`config.mk`:
```
export PLATFORM = sky130hd
export DESIGN_NAME = bip_program_loader
export DESIGN_NICKNAME = d
export VERILOG_FILES = /design/src/rtl/bip_pkg.sv /design/src/rtl/bip_byte_assembler.sv /design/src/rtl/bip_program_loader.sv
export SDC_FILE = /design/constraint.sdc
export NUM_CORES = 1
export LEC_CHECK = 0
export ABC_AREA = 1
export CORE_ASPECT_RATIO = 2
export CORE_MARGIN = 3
export CORE_UTILIZATION = 45
export DETAILED_ROUTE_END_ITERATION = 10
export PLACE_DENSITY_LB_ADDON = 0.25
export SYNTH_ARGS = -nofsm -noshare
export SYNTH_HDL_FRONTEND = slang
export SYNTH_SLANG_ARGS = --single-unit
```
`constraint.sdc`:
```
create_clock -name i_clock -period 1.2 [get_ports i_clock]
set_input_delay 0.3 -clock i_clock [delete_from_list [all_inputs] [get_ports i_clock]]
set_output_delay 0.3 -clock i_clock [all_outputs]
set_load 0.05 [all_outputs]
```
`src/rtl/bip_pkg.sv`:
```
// bip_pkg: definitions shared by the BIP program loader, program memory and
// control unit.
//   - BIP_NB_DATA / BIP_NB_BYTE / BIP_N_ADDR / BIP_LOG2_N_INSMEM_ADDR : defaults
//   - BIP_HALT_WORD : end-of-program instruction
//   - state_t       : loader FSM states
// Optional feature macro: BIP_LOADER_CHECKSUM_EN (adds the ST_CHECK state).
package bip_pkg;

    localparam int unsigned BIP_NB_DATA            = 16;
    localparam int unsigned BIP_NB_BYTE            = 8;
    localparam int unsigned BIP_N_ADDR             = 2048;
    localparam int unsigned BIP_LOG2_N_INSMEM_ADDR = 11;
    localparam logic [BIP_NB_DATA-1:0] BIP_HALT_WORD = 16'h0000;

    typedef enum logic [2:0] {
        ST_IDLE    = 3'd0,
        ST_LOAD_LO = 3'd1,
        ST_LOAD_HI = 3'd2,
        ST_WRITE   = 3'd3,
`ifdef BIP_LOADER_CHECKSUM_EN
        ST_CHECK   = 3'd4,
`endif
        ST_DONE    = 3'd5,
        ST_RUN     = 3'd6
    } state_t;

endpackage

```
`src/rtl/bip_byte_assembler.sv`:
```
// bip_byte_assembler: packs two consecutive bytes (low first) into one word.
// Ports:
//   i_clock, i_reset  : clock, synchronous active-high reset
//   valid_i           : byte strobe (already qualified by the caller)
//   hi_i              : 1 = the strobed byte is the high byte
//   byte_i            : received byte
//   word_o            : {byte_i, latched low byte}, meaningful with word_valid_o
//   word_valid_o      : high in the cycle the high byte is strobed
module bip_byte_assembler #(
    parameter int unsigned NB_BYTE = 8
) (
    input  logic                   i_clock,
    input  logic                   i_reset,
    input  logic                   valid_i,
    input  logic                   hi_i,
    input  logic [NB_BYTE-1:0]     byte_i,
    output logic [2*NB_BYTE-1:0]   word_o,
    output logic                   word_valid_o
);

    logic [NB_BYTE-1:0] lo_q, lo_d;

    always_comb begin
        lo_d = lo_q;
        if (valid_i && !hi_i) begin
            lo_d = byte_i;
        end
    end

    always_ff @(posedge i_clock) begin
        if (i_reset) begin
            lo_q <= '0;
        end else begin
            lo_q <= lo_d;
        end
    end

    // The high byte is used straight from the input so the word is ready
    // in the same cycle it completes.
    assign word_o       = {byte_i, lo_q};
    assign word_valid_o = valid_i & hi_i;

endmodule

```
`src/rtl/bip_program_loader.sv`:
```
// bip_program_loader: loads the BIP program memory from a UART byte stream and
// hands the memory port to the CPU fetch path once loading completes.
// Ports:
//   i_clock, i_reset         : clock, synchronous active-high reset
//   i_start_load             : pulse, start a new load (IDLE or RUN only)
//   i_rx_data, i_rx_valid    : received byte and its one-cycle strobe
//   i_cpu_addr, i_cpu_enable : CPU fetch address / request (used in RUN)
//   o_mem_addr               : program memory address (registered, CPU mux in RUN)
//   o_mem_wr_data, o_mem_wr_en : registered write data / strobe
//   o_mem_rd_en              : program memory read enable (RUN only)
//   o_cpu_stall              : high in every state except RUN
//   o_load_done              : one-cycle pulse when the load completes
//   o_load_count             : words written by the last load
//   o_error                  : sticky overflow (or checksum) error
// Optional feature macro: BIP_LOADER_CHECKSUM_EN -- after the HALT word, one
// more byte is compared against the XOR of all program bytes.
module bip_program_loader
    import bip_pkg::*;
#(
    parameter int unsigned NB_DATA            = BIP_NB_DATA,
    parameter int unsigned NB_BYTE            = BIP_NB_BYTE,
    parameter int unsigned N_ADDR             = BIP_N_ADDR,
    parameter int unsigned LOG2_N_INSMEM_ADDR = BIP_LOG2_N_INSMEM_ADDR,
    parameter logic [NB_DATA-1:0] HALT_WORD   = BIP_HALT_WORD
) (
    input  logic                          i_clock,
    input  logic                          i_reset,
    input  logic                          i_start_load,
    input  logic [NB_BYTE-1:0]            i_rx_data,
    input  logic                          i_rx_valid,
    input  logic [LOG2_N_INSMEM_ADDR-1:0] i_cpu_addr,
    input  logic                          i_cpu_enable,
    output logic [LOG2_N_INSMEM_ADDR-1:0] o_mem_addr,
    output logic [NB_DATA-1:0]            o_mem_wr_data,
    output logic                          o_mem_wr_en,
    output logic                          o_mem_rd_en,
    output logic                          o_cpu_stall,
    output logic                          o_load_done,
    output logic [LOG2_N_INSMEM_ADDR:0]   o_load_count,
    output logic                          o_error
);

    localparam int unsigned AW = LOG2_N_INSMEM_ADDR;
    localparam int unsigned CW = LOG2_N_INSMEM_ADDR + 1;

    state_t            state_q, state_d;
    logic [AW-1:0]     ptr_q, ptr_d;
    logic [CW-1:0]     count_q, count_d;
    logic [AW-1:0]     addr_q, addr_d;
    logic [NB_DATA-1:0] wr_data_q, wr_data_d;
    logic              wr_en_q, wr_en_d;
    logic              error_q, error_d;
`ifdef BIP_LOADER_CHECKSUM_EN
    logic [NB_BYTE-1:0] xor_q, xor_d;
`endif

    logic               rx_take;
    logic [NB_DATA-1:0] asm_word;
    logic               asm_word_valid;

    // Bytes are only consumed while waiting for one; anything arriving in
    // other states (including alongside a start pulse) is dropped.
    assign rx_take = i_rx_valid && ((state_q == ST_LOAD_LO) || (state_q == ST_LOAD_HI));

    bip_byte_assembler #(
        .NB_BYTE (NB_BYTE)
    ) u_byte_assembler (
        .i_clock      (i_clock),
        .i_reset      (i_reset),
        .valid_i      (rx_take),
        .hi_i         (state_q == ST_LOAD_HI),
        .byte_i       (i_rx_data),
        .word_o       (asm_word),
        .word_valid_o (asm_word_valid)
    );

    always_comb begin
        state_d   = state_q;
        ptr_d     = ptr_q;
        count_d   = count_q;
        addr_d    = addr_q;
        wr_data_d = wr_data_q;
        wr_en_d   = 1'b0;
        error_d   = error_q;
`ifdef BIP_LOADER_CHECKSUM_EN
        xor_d     = xor_q;
        if (rx_take) begin
            xor_d = xor_q ^ i_rx_data;
        end
`endif
        case (state_q)
            ST_IDLE, ST_RUN: begin
                // A new load also clears the sticky error of the previous one.
                if (i_start_load) begin
                    state_d = ST_LOAD_LO;
                    ptr_d   = '0;
                    count_d = '0;
                    error_d = 1'b0;
`ifdef BIP_LOADER_CHECKSUM_EN
                    xor_d   = '0;
`endif
                end
            end
            ST_LOAD_LO: begin
                if (rx_take) begin
                    state_d = ST_LOAD_HI;
                end
            end
            ST_LOAD_HI: begin
                // Write outputs are loaded on entry so the strobe is live
                // for exactly the WRITE cycle.
                if (asm_word_valid) begin
                    state_d   = ST_WRITE;
                    wr_en_d   = 1'b1;
                    addr_d    = ptr_q;
                    wr_data_d = asm_word;
                end
            end
            ST_WRITE: begin
                ptr_d   = ptr_q + AW'(1);
                count_d = count_q + CW'(1);
                if (wr_data_q == HALT_WORD) begin
`ifdef BIP_LOADER_CHECKSUM_EN
                    state_d = ST_CHECK;
`else
                    state_d = ST_DONE;
`endif
                end else if (count_q == CW'(N_ADDR - 1)) begin
                    error_d = 1'b1;
                    state_d = ST_DONE;
                end else begin
                    state_d = ST_LOAD_LO;
                end
            end
`ifdef BIP_LOADER_CHECKSUM_EN
            ST_CHECK: begin
                if (i_rx_valid) begin
                    if (i_rx_data != xor_q) begin
                        error_d = 1'b1;
                    end
                    state_d = ST_DONE;
                end
            end
`endif
            ST_DONE: begin
                state_d = ST_RUN;
            end
            default: begin
                state_d = ST_IDLE;
            end
        endcase
    end

    always_ff @(posedge i_clock) begin
        if (i_reset) begin
            state_q   <= ST_IDLE;
            ptr_q     <= '0;
            count_q   <= '0;
            addr_q    <= '0;
            wr_data_q <= '0;
            wr_en_q   <= 1'b0;
            error_q   <= 1'b0;
`ifdef BIP_LOADER_CHECKSUM_EN
            xor_q     <= '0;
`endif
        end else begin
            state_q   <= state_d;
            ptr_q     <= ptr_d;
            count_q   <= count_d;
            addr_q    <= addr_d;
            wr_data_q <= wr_data_d;
            wr_en_q   <= wr_en_d;
            error_q   <= error_d;
`ifdef BIP_LOADER_CHECKSUM_EN
            xor_q     <= xor_d;
`endif
        end
    end

    // In RUN the CPU address bypasses the register so fetch latency is just
    // the memory's own read latency.
    assign o_mem_addr    = (state_q == ST_RUN) ? i_cpu_addr : addr_q;
    assign o_mem_wr_data = wr_data_q;
    assign o_mem_wr_en   = wr_en_q;
    assign o_mem_rd_en   = (state_q == ST_RUN) && i_cpu_enable;
    assign o_cpu_stall   = (state_q != ST_RUN);
    assign o_load_done   = (state_q == ST_DONE);
    assign o_load_count  = count_q;
    assign o_error       = error_q;

endmodule

```
Word-level counts from Yosys, hierarchy flattened

Cells that the tools add are included.

Mux-type cells: 16
Add/subtract/negate cells: 2
Eq/ne operators: 12
Bitwise operators: 2
Reduce and logical (&&, ||, !) cells: 14

Operator list:

| cell                    | number |
|---|---|
| $pmux W12 S2            | 1 |
| $mux W11                | 2 |
| $pmux W11 S2            | 1 |
| $logic_not A16 Y1       | 1 |
| $mux W3                 | 5 |
| $pmux W3 S5             | 1 |
| $add A12 B1 Y12 const B | 1 |
| $eq A12 B11 Y1 const B  | 1 |
| $mux W12                | 1 |
| $add A11 B1 Y11 const B | 1 |
| $ne A2 B2 Y1 const B    | 4 |
| $eq A3 B2 Y1 const B    | 2 |
| $eq A3 B3 Y1 const B    | 2 |
| $mux W1                 | 4 |
| $reduce_and A2 Y1       | 2 |
| $reduce_and A4 Y1       | 1 |
| $reduce_or A2 Y1        | 2 |
| $eq A3 B1 Y1 const B    | 1 |
| $logic_and A1 B1 Y1     | 3 |
| $logic_not A3 Y1        | 1 |
| $ne A3 B3 Y1 const B    | 1 |
| $reduce_and A3 Y1       | 1 |
| $ne A2 B1 Y1 const B    | 1 |
| $pmux W1 S2             | 1 |
| other kinds (5)         | 5 |

Bits of input ports: 24
Flip-flop bits (word level): 63
Logic and storage cells: 54
Output and inout port bits: 44

Longest topological paths before layout

Gate-level depths: netlist of the first run.

Word-level depth: 6
Depth in mapped cells: 10

By module

Synthesis of the first run repeated with hierarchy kept, for this count alone.

Cell total of the unflattened synthesis: 433
Area total of the unflattened synthesis: 3,035.4 um^2

Modules (own cells, without submodules):

| module             | area each (um^2) | cells an instance | instances |
|---|---|---|---|
| bip_program_loader | 2,613.8          | 370               | 1 |
| bip_byte_assembler | 421.7            | 63                | 1 |

Worst setup path after synthesis of the first run

Ideal clock, no wire load.

Path type: register to output
Start: register state_q[2]
End: output port o_mem_rd_en
Cell stages (with the launch flop): 6
Buffers on the path: 1
Arrival: 1.676 ns
Slack: -0.776 ns
Data required time: 0.900 ns
Cell sequence: dfxtp_1 inv_1 nor2_2 inv_1 buf_2 nor2_1

Cells in the longest elaborated chain, start to end: 2

Ends and longest elaborated chain:

| what                   | line                      | source |
|---|---|---|
| start, declared        | bip_program_loader.sv:46  | `state_t state_q, state_d;` |
| start signal, assigned | bip_program_loader.sv:167 | `state_q <= state_d;` |
| $eq A3 B3 Y1           | bip_program_loader.sv:185 | `assign o_mem_rd_en = (state_q == ST_RUN) && i_cpu_enable;` |
| $logic_and A1 B1 Y1    | bip_program_loader.sv:185 |  |
| end, declared          | bip_program_loader.sv:36  | `output logic o_mem_rd_en,` |

Every way passes these cells.

Worst setup path in the final report of the first run

Start: register state_q[0]
End: output port o_mem_addr[10]

Cells in the longest elaborated chain, start to end: 2

Ends and longest elaborated chain:

| what          | line                      | source |
|---|---|---|
| $eq A3 B3 Y1  | bip_program_loader.sv:182 | `assign o_mem_addr = (state_q == ST_RUN) ? i_cpu_addr : addr_q;` |
| $mux W11      | bip_program_loader.sv:182 |  |
| end, declared | bip_program_loader.sv:33  | `output logic [LOG2_N_INSMEM_ADDR-1:0] o_mem_addr,` |

Every way passes these cells.

==> results of run 1 <==
[worst max-delay path by stage]
stage | start | endpoint | slack (ns) | cells after the start
finish | state_q[0] | o_mem_addr[10] | -0.68 | 7
global placement | i_rx_valid | o_mem_wr_data[13] | -0.49 | 7
CTS | state_q[0] | o_mem_addr[6] | -0.48 | 7
floorplan | state_q[0] | o_mem_rd_en | -0.19 | 6
global route | state_q[0] | o_mem_addr[10] | -0.74 | 7
detailed placement | i_rx_valid | o_mem_wr_data[13] | -0.53 | 7
[cells in the mapped netlist (all sizes together)]
library cell  instances  share of area [%]
nand3b                1               0.25
clkbuf                7               0.93
o21ai                51                8.8
nor3                  3               0.89
ha                    2               0.85
nor2                 95                 14
a31oi                 2               0.42
nand2               103                 14
inv                  34                4.3
nor3b                 1               0.25
a21oi                31                6.5
o22ai                 1               0.21
nand3                17                3.2
nand4                 2               0.42
dfxtp                63                 43
buf                   9                2.2
[power groups by stage]
stage	sequential, mW	clock [mW]	combinational [mW]
floorplan	3.05	0	1.56
global placement	2.67	0	3.22
detailed placement	2.69	0	3.27
CTS	2.69	2.59	4.70
global route	2.88	2.82	5.74
finish	2.87	2.73	5.62
[repair_timing]
action,CTS,global route
pin swaps,19,38
resized for setup,165,104
endpoints found under the setup margin,89,98
setup buffers,31,22
cloned,11,0
[critical path, delay by kind of cell, from the launching register on]
kind,cells,cell delay (ns)
AND/OR/NAND/NOR,4,0.50
buffers and inverters,3,0.39
flip-flops,1,0.34
[layer usage]
layer / vias to the layer above / track usage, % / wire length (um)
li1: 1685 / - / -
met1: 1976 / 35.9 / 5720
met2: 409 / 67.3 / 8780
met3: 198 / 11.5 / 1750
met4: 2 / 36.3 / 2190
met5: - / 0 / 16
[stage by stage]
| step | hold slack, ns | total power [mW] |
|---|---|---|
| final | 0.520 | 11.2 |
| after global routing | 0.532 | 11.4 |
| after CTS | 0.480 | 9.98 |
| after detailed placement | 0.470 | 5.96 |
| after global placement | 0.461 | 5.88 |
| after floorplan | 0.372 | 4.61 |
[state kept, by name, summed over array words and instances (netlist names)]
| register | cells |
|---|---|
| addr_q | 11 |
| o_error | 1 |
| o_load_count | 12 |
| o_mem_wr_data | 16 |
| o_mem_wr_en | 1 |
| ptr_q | 11 |
| state_q | 3 |
| u_byte_assembler.lo_q | 8 |
[cell type report]
| type | count | area (um^2) |
|---|---|---|
| multi-input cells | 310 | 2080 |
| repair buffers | 165 | 2070 |
| flip-flops and latches | 63 | 1340 |
| fillers | 156 | 303 |
| clock buffers | 14 | 295 |
| inverters | 34 | 158 |
| well taps | 86 | 108 |
| clock inverters | 2 | 10.0 |
[kinds of logic (layout without fill, tap and decap cells)]
family          after synthesis  in the layout  synth area share [%]
compound gates               85             85                  15.9
fa+ha+maj                     2              2                 0.846
buf+inv                      50            215                  7.44
simple gates                222            223                  33.2
flops                        63             63                  42.6
==> metrics list, run 1 <==
- Post-placement setup slack: -0.526 ns
* Worst relative slew slack: 74.3%
- Fmax: 0.532 GHz
- Leakage power figure: 2.45 nW
- Synthesis warning total: 0
- Area enclosed by the die boundary: 7640 um^2
* Length of the first detailed-routing pass in iterations: 7
* Number of max-cap violations: 0
- Count of non-filler cells in the finished layout: 674
* Number of register bits inferred by synthesis: 63
- The number of antenna violations at the first check in global routing is 1.
- For this design the ratio of total power to cell area is 1850 nW/um^2.
* Clock slew at the register clock pins of the worst setup and hold paths: 0.05 ns
- Worst Hold Launch: ptr_q[5]
* Launch point of the worst reg-to-reg path: ptr_q[0]
- Data required time at the worst endpoint: 0.90 ns
- Core Box Area: 6360 um^2
- After layout, the worst setup slack is -0.679 ns.
- Most frequent standard cell in the layout excluding fill and tap cells: sky130_fd_sc_hd__buf_4
- Cell count after synthesis: 422
- Worst hold path depth: 2
- Of the synthesized area, sequential elements account for 42.6%.
- ANT nets after route: 0
- Most frequent cells in the layout: sky130_fd_sc_hd__buf_4 (59), sky130_fd_sc_hd__nand2_1 (58), sky130_fd_sc_hd__nor2_1 (52)
- Insertion delay to the later sink of the worst-skew pair: 0.35 ns
* Number of nets in the layout: 609
- Summing all non-filler instances in the final layout gives an area of 6060 um^2.
- Start-to-end type of the worst setup path: flop to output port
* Summed instance area of the synthesized netlist: 2960 um^2
- At the end of the flow the core is filled with cells to 95.2%.
* Fin Setup TNS: -28.74 ns
- The largest individual stage delay along the critical path comes from the cell sky130_fd_sc_hd__dfxtp_2.
- For the worst flop-to-flop path, the logic depth is 9.
- Counting along the longest clock path gives a buffer depth of 2.
- Setup repair after global routing missed its margin: true
- Number of global-route vias before repair: 4,089
- For the pin with the worst max-slew slack, the measured transition is 0.384 ns.
- Worst EP arrival: 1.58 ns
- Standard-cell rows: 41
- In this run the horizontal extent of the chip is 63.3 um.
* Via density: 6.34
- Path class of the lowest-slack min-delay path: flop to flop
- For flop-to-flop paths, the worst setup slack is -0.47 ns.
- Across all layers, the routed design uses 4,270 vias.
- The worst register-to-register path ends at ptr_q[8].
* Top-level I/O count: 68
- Crit start category: flop
* Hold worst-path end: ptr_q[5]
* Worst path max stage delay: 0.34 ns
* Share of total power in sequential cells: 25.6%
- Maximum number of pins on one net before global-route repair: 39
- Summed over all nets, the half-perimeter wirelength after detailed placement is 6.34 mm.
- The max-slew violation count is 0.
- Clock tree from TritonCTS: built
* Number of distinct standard cells referenced by the synthesized netlist: 29
* Endpoints failing hold: 0
* Residual overflow from global routing: 0
* Number of clock sinks seen by CTS: 63
- Maximum fanout along the worst path: 13
- Hold buffer count at cts: 0
* Initial core utilization: 46.5%
- Cell internal power was estimated by the tool at 6.61 mW.
* GRT Overall Usage: 39.2%
- VDD sags by at most 1.27 mV.
- The clock tree synthesis step divided the H-tree into 3 levels.
- Dividing the detail-routed wire length by the instance count gives 27.4 um.
- The final layout contains routed wiring with a total length of 18.4 mm.
- Input/output buffers: 67
- Result of the run: finished with violations
- Number of setup violations in the final report: 89
- Die Y: 121 um
* Average size of a mapped cell: 7.01 um^2
- Share of power burned in combinational logic: 50.1%
- After layout, the minimum clock period comes to 1.88 ns.
- Switching Fraction: 41.1%
* Area growth from synthesis to final layout: 105%
- Of the available clock period, the critical path in the final layout requires 157%.
- First-pass GRT wire length: 22.5 mm
- After detailed placement, the design holds a cell count of 608.
* Number of CTS-inserted buffers: 9
* Starting DRC count in detailed routing: 500
- The repair_antennas step left the layout with diodes totalling 0.
- Remaining DRCs: 0
- On the final layout, the worst clock skew is 0.00644 ns.
- Nature of the critical path endpoint: output port
- Violations in the final reports: negative setup slack
- Post-Synthesis Net Count: 448
- Root Driver: sky130_fd_sc_hd__clkbuf_16
- The critical path goes through inv_2 > nand2_4 > nor2_4 > inv_4 > nand2_1 > nand2_2 > buf_8.
- Fraction of layout cells with a size suffix above 1: 58.8%
* NetSw: 4.61 mW
- Placer Congestion: 0.804
* Clock network fraction of total power: 24.3%
- Placed inst area: 4510 um^2
(Power assumes the default switching activity.)
==> run 2: changes to the inputs <==
==> constraint.sdc (replaced) <==
create_clock -name i_clock -period 1.2 [get_ports i_clock]
set_input_delay 0.3 -clock i_clock [delete_from_list [all_inputs] [get_ports i_clock]]
set_output_delay 0.3 -clock i_clock [all_outputs]
set_load 0.01 [all_outputs]
==> run 2 against run 1 <==
Net effect:
- the flow still finishes with violations (negative setup slack)
- final area fell by 14%
- utilization fell by 13 points
- clock skew rose by 0.0046 ns
- via count fell by 16%
- sequential share of layout area rose by 3.0 points
- worst hold slack got worse by 0.037 ns
- register-to-register slack improved by 0.10 ns
- final cell count fell by 3.3%
- global-route usage fell by 12 points
- sequential cell count did not move
- highest routed layer is now met4
==> metrics list, run 2 (same netlist as run 1, synthesis figures left out) <==
- The run finished, with violations left.
- The final reports fail on negative setup slack.
* # fillers: 388
* Worst Max-Slew Pin Slew: 0.338 ns
* Max FFs per register: 16
- Initial core utilization: 46.5%
* Number of global-route vias before repair: 3,395
- The worst hold path was traced through 2 stages.
- For the worst setup path, the data arrival time is 1.41 ns.
* Post-route met1 wirelength: 3.88 mm
* Share of total power in sequential cells: 29.2%
- Global routing used 26.9% of the available tracks.
* Maximum fanout along the worst path: 4
* Count of non-filler cells in the finished layout: 652
- The root buffer cell chosen for the clock tree is sky130_fd_sc_hd__clkbuf_16.
- The detail route stage leaves a number of antenna-violating nets equal to 0.
- STA puts the critical path data required time at 0.90 ns.
* Wire length on met3: 633 um
- Fraction of the cycle the final worst path needs: 142%
- The clock passes through at most 2 buffers.
- After layout, the minimum clock period comes to 1.71 ns.
- The clock tree synthesis step divided the H-tree into 3 levels.
* Total power per unit cell area: 1790 nW/um^2
- Start-to-end type of the worst setup path: flop to output port
- Die Y: 121 um
- Pint: 5.87 mW
- Number of setup violations in the final report: 78
- For hold timing, the worst endpoint is o_error.
- Endpoints failing hold: 0
- First-pass GRT wire length: 15.9 mm
* Standard-cell rows: 41
- Detailed placer's ending HPWL: 6.13 mm
- Counting cells, the worst reg-to-reg path comes to 10.
* Starting DRC count in detailed routing: 222
- Crit start category: flop
* Number of CTS-inserted buffers: 9
- Via density: 5.49
- After detailed routing, the met2 layer carries 6.95 mm of wire.
- Clock network fraction of total power: 28.1%
* Residual overflow from global routing: 0
- Worst relative slew slack: 77.2%
* Remaining DRCs: 0
- Once layout is done, the placed cells without fillers occupy 5210 um^2.
* Post-route core utilization: 81.9%
* Worst hold slack after final layout: 0.483 ns
- Register-to-register setup slack: -0.37 ns
* Worst Hold Launch: o_error
* Core Box Area: 6360 um^2
- The repair_antennas step left the layout with diodes totalling 0.
- TritonCTS built the clock tree.
- Combinational logic is responsible for 42.7% of the overall power.
- The tree built by TritonCTS fans out to 63 sinks.
- Of the total power, the share spent switching nets is 37.1%.
- NetSw: 3.46 mW
- The max-slew violation count is 0.
- Leakage power figure: 2.25 nW
- Post-layout power: 9.32 mW
* Fraction of layout cells with a size suffix above 1: 54.4%
- Path class of the lowest-slack min-delay path: flop to flop
* Setup slack after layout: -0.508 ns
- Routed wire length per instance: 18.7 um
- Most frequent standard cell in the layout excluding fill and tap cells: sky130_fd_sc_hd__nor2_1
- Launch point of the worst reg-to-reg path: state_q[1]
- Insertion delay to the later sink of the worst-skew pair: 0.34 ns
- Setup repair after global routing could not meet its margin everywhere.
* Number of max-cap violations: 0
- In this run the critical register-to-register path is captured at o_load_count[6].
* Area enclosed by the die boundary: 7640 um^2
* Most frequent cells in the layout: sky130_fd_sc_hd__nor2_1 (65), sky130_fd_sc_hd__nand2_1 (55), sky130_fd_sc_hd__buf_4 (39)
- For this design the top-level I/O count stands at 68.
- Via count: 3,578
* Fmax: 0.585 GHz
- OpenSTA, run right after detailed placement, puts the worst setup slack at -0.542 ns.
- The number of antenna violations at the first check in global routing is 0.
* Fin Setup TNS: -19.83 ns
* Length of the first detailed-routing pass in iterations: 7
* Worst Skew: 0.0110 ns
- Maximum number of pins on one net before global-route repair: 38
- Input/output buffers: 67
- The worst-case IR drop observed on VDD is 1.02 mV.
- Area growth from synthesis to final layout: 76.2%
- Nature of the critical path endpoint: output port
* Final Routed Wirelength: 12.2 mm
- The die is 63.3 um wide.
- Clock slew at the register clock pins of the worst setup and hold paths: 0.06 ns
- Top routing layer in use: met4
* Number of nets in the layout: 587
- Total instance count after detailed placement: 604
* Placer Congestion: 0.812
* Placed inst area: 4090 um^2
==> run 2: changes by cell type in the layout (fill, tap and decap cells not counted), sizes merged <==
| cell | before | now |
|---|---|---|
| clkbuf | 15 | 13 |
| clkdlybuf4s50 | 23 | 22 |
| clkinvlp | 0 | 1 |
| bufinv | 0 | 1 |
| clkinv | 3 | 5 |
| dlymetal6s2s | 0 | 1 |
| buf | 141 | 117 |
==> run 2: layer usage <==
metal | vias to the layer above | track usage, %
li1 | 1631 | -
met2 | 187 | 53.0
met5 | - | 0
met4 | 0 | 15.2
met3 | 60 | 6.78
met1 | 1700 | 23.5
==> run 2: critical path: stages (launching register included) <==
cell                      delay [ns]
sky130_fd_sc_hd__dfxtp_2        0.32
sky130_fd_sc_hd__inv_2          0.07
sky130_fd_sc_hd__nand2_4        0.05
sky130_fd_sc_hd__nor2_4         0.15
sky130_fd_sc_hd__buf_4          0.17
sky130_fd_sc_hd__nand2_1        0.09
sky130_fd_sc_hd__nand2_2        0.08
sky130_fd_sc_hd__buf_2          0.13
==> run 2: area by class of cell <==
cell class	instances	area, um^2	share of cell area, %
Timing Repair Buffer	143	1350	25.9
Tap cell	86	108	2.06
Multi-Input combinational cell	310	1970	37.8
Sequential cell	63	1310	25.1
Clock inverter	6	58.8	1.13
Inverter	34	178	3.41
Clock buffer	10	239	4.58
==> run 2: repair_timing <==
item,CTS,global route
gates resized for setup,284,123
cloned,4,3
pin swaps,23,32
hold buffers,0,0
setup endpoints to repair,106,92
buffers inserted,20,6
==> run 2: worst max-delay path by stage <==
stage,start,to,slack [ns]
after floorplan,state_q[0],o_mem_rd_en,-0.02
after global placement,i_cpu_addr[7],o_mem_addr[7],-0.55
after detailed placement,i_cpu_addr[7],o_mem_addr[7],-0.54
after CTS,state_q[0],o_mem_addr[10],-0.45
after global routing,state_q[0],o_mem_addr[10],-0.55
final,state_q[0],o_mem_addr[2],-0.51
==> run 2: power by group through the flow <==
| stage | clock network (mW) | logic, mW | registers (mW) |
|---|---|---|---|
| 2_1_floorplan | 0 | 1.25 | 2.70 |
| 3_3_place_gp | 0 | 2.29 | 2.65 |
| 3_5_place_dp | 0 | 2.33 | 2.66 |
| 4_1_cts | 2.60 | 3.02 | 2.64 |
| 5_1_grt | 2.74 | 4.18 | 2.74 |
| 6_report | 2.62 | 3.98 | 2.72 |
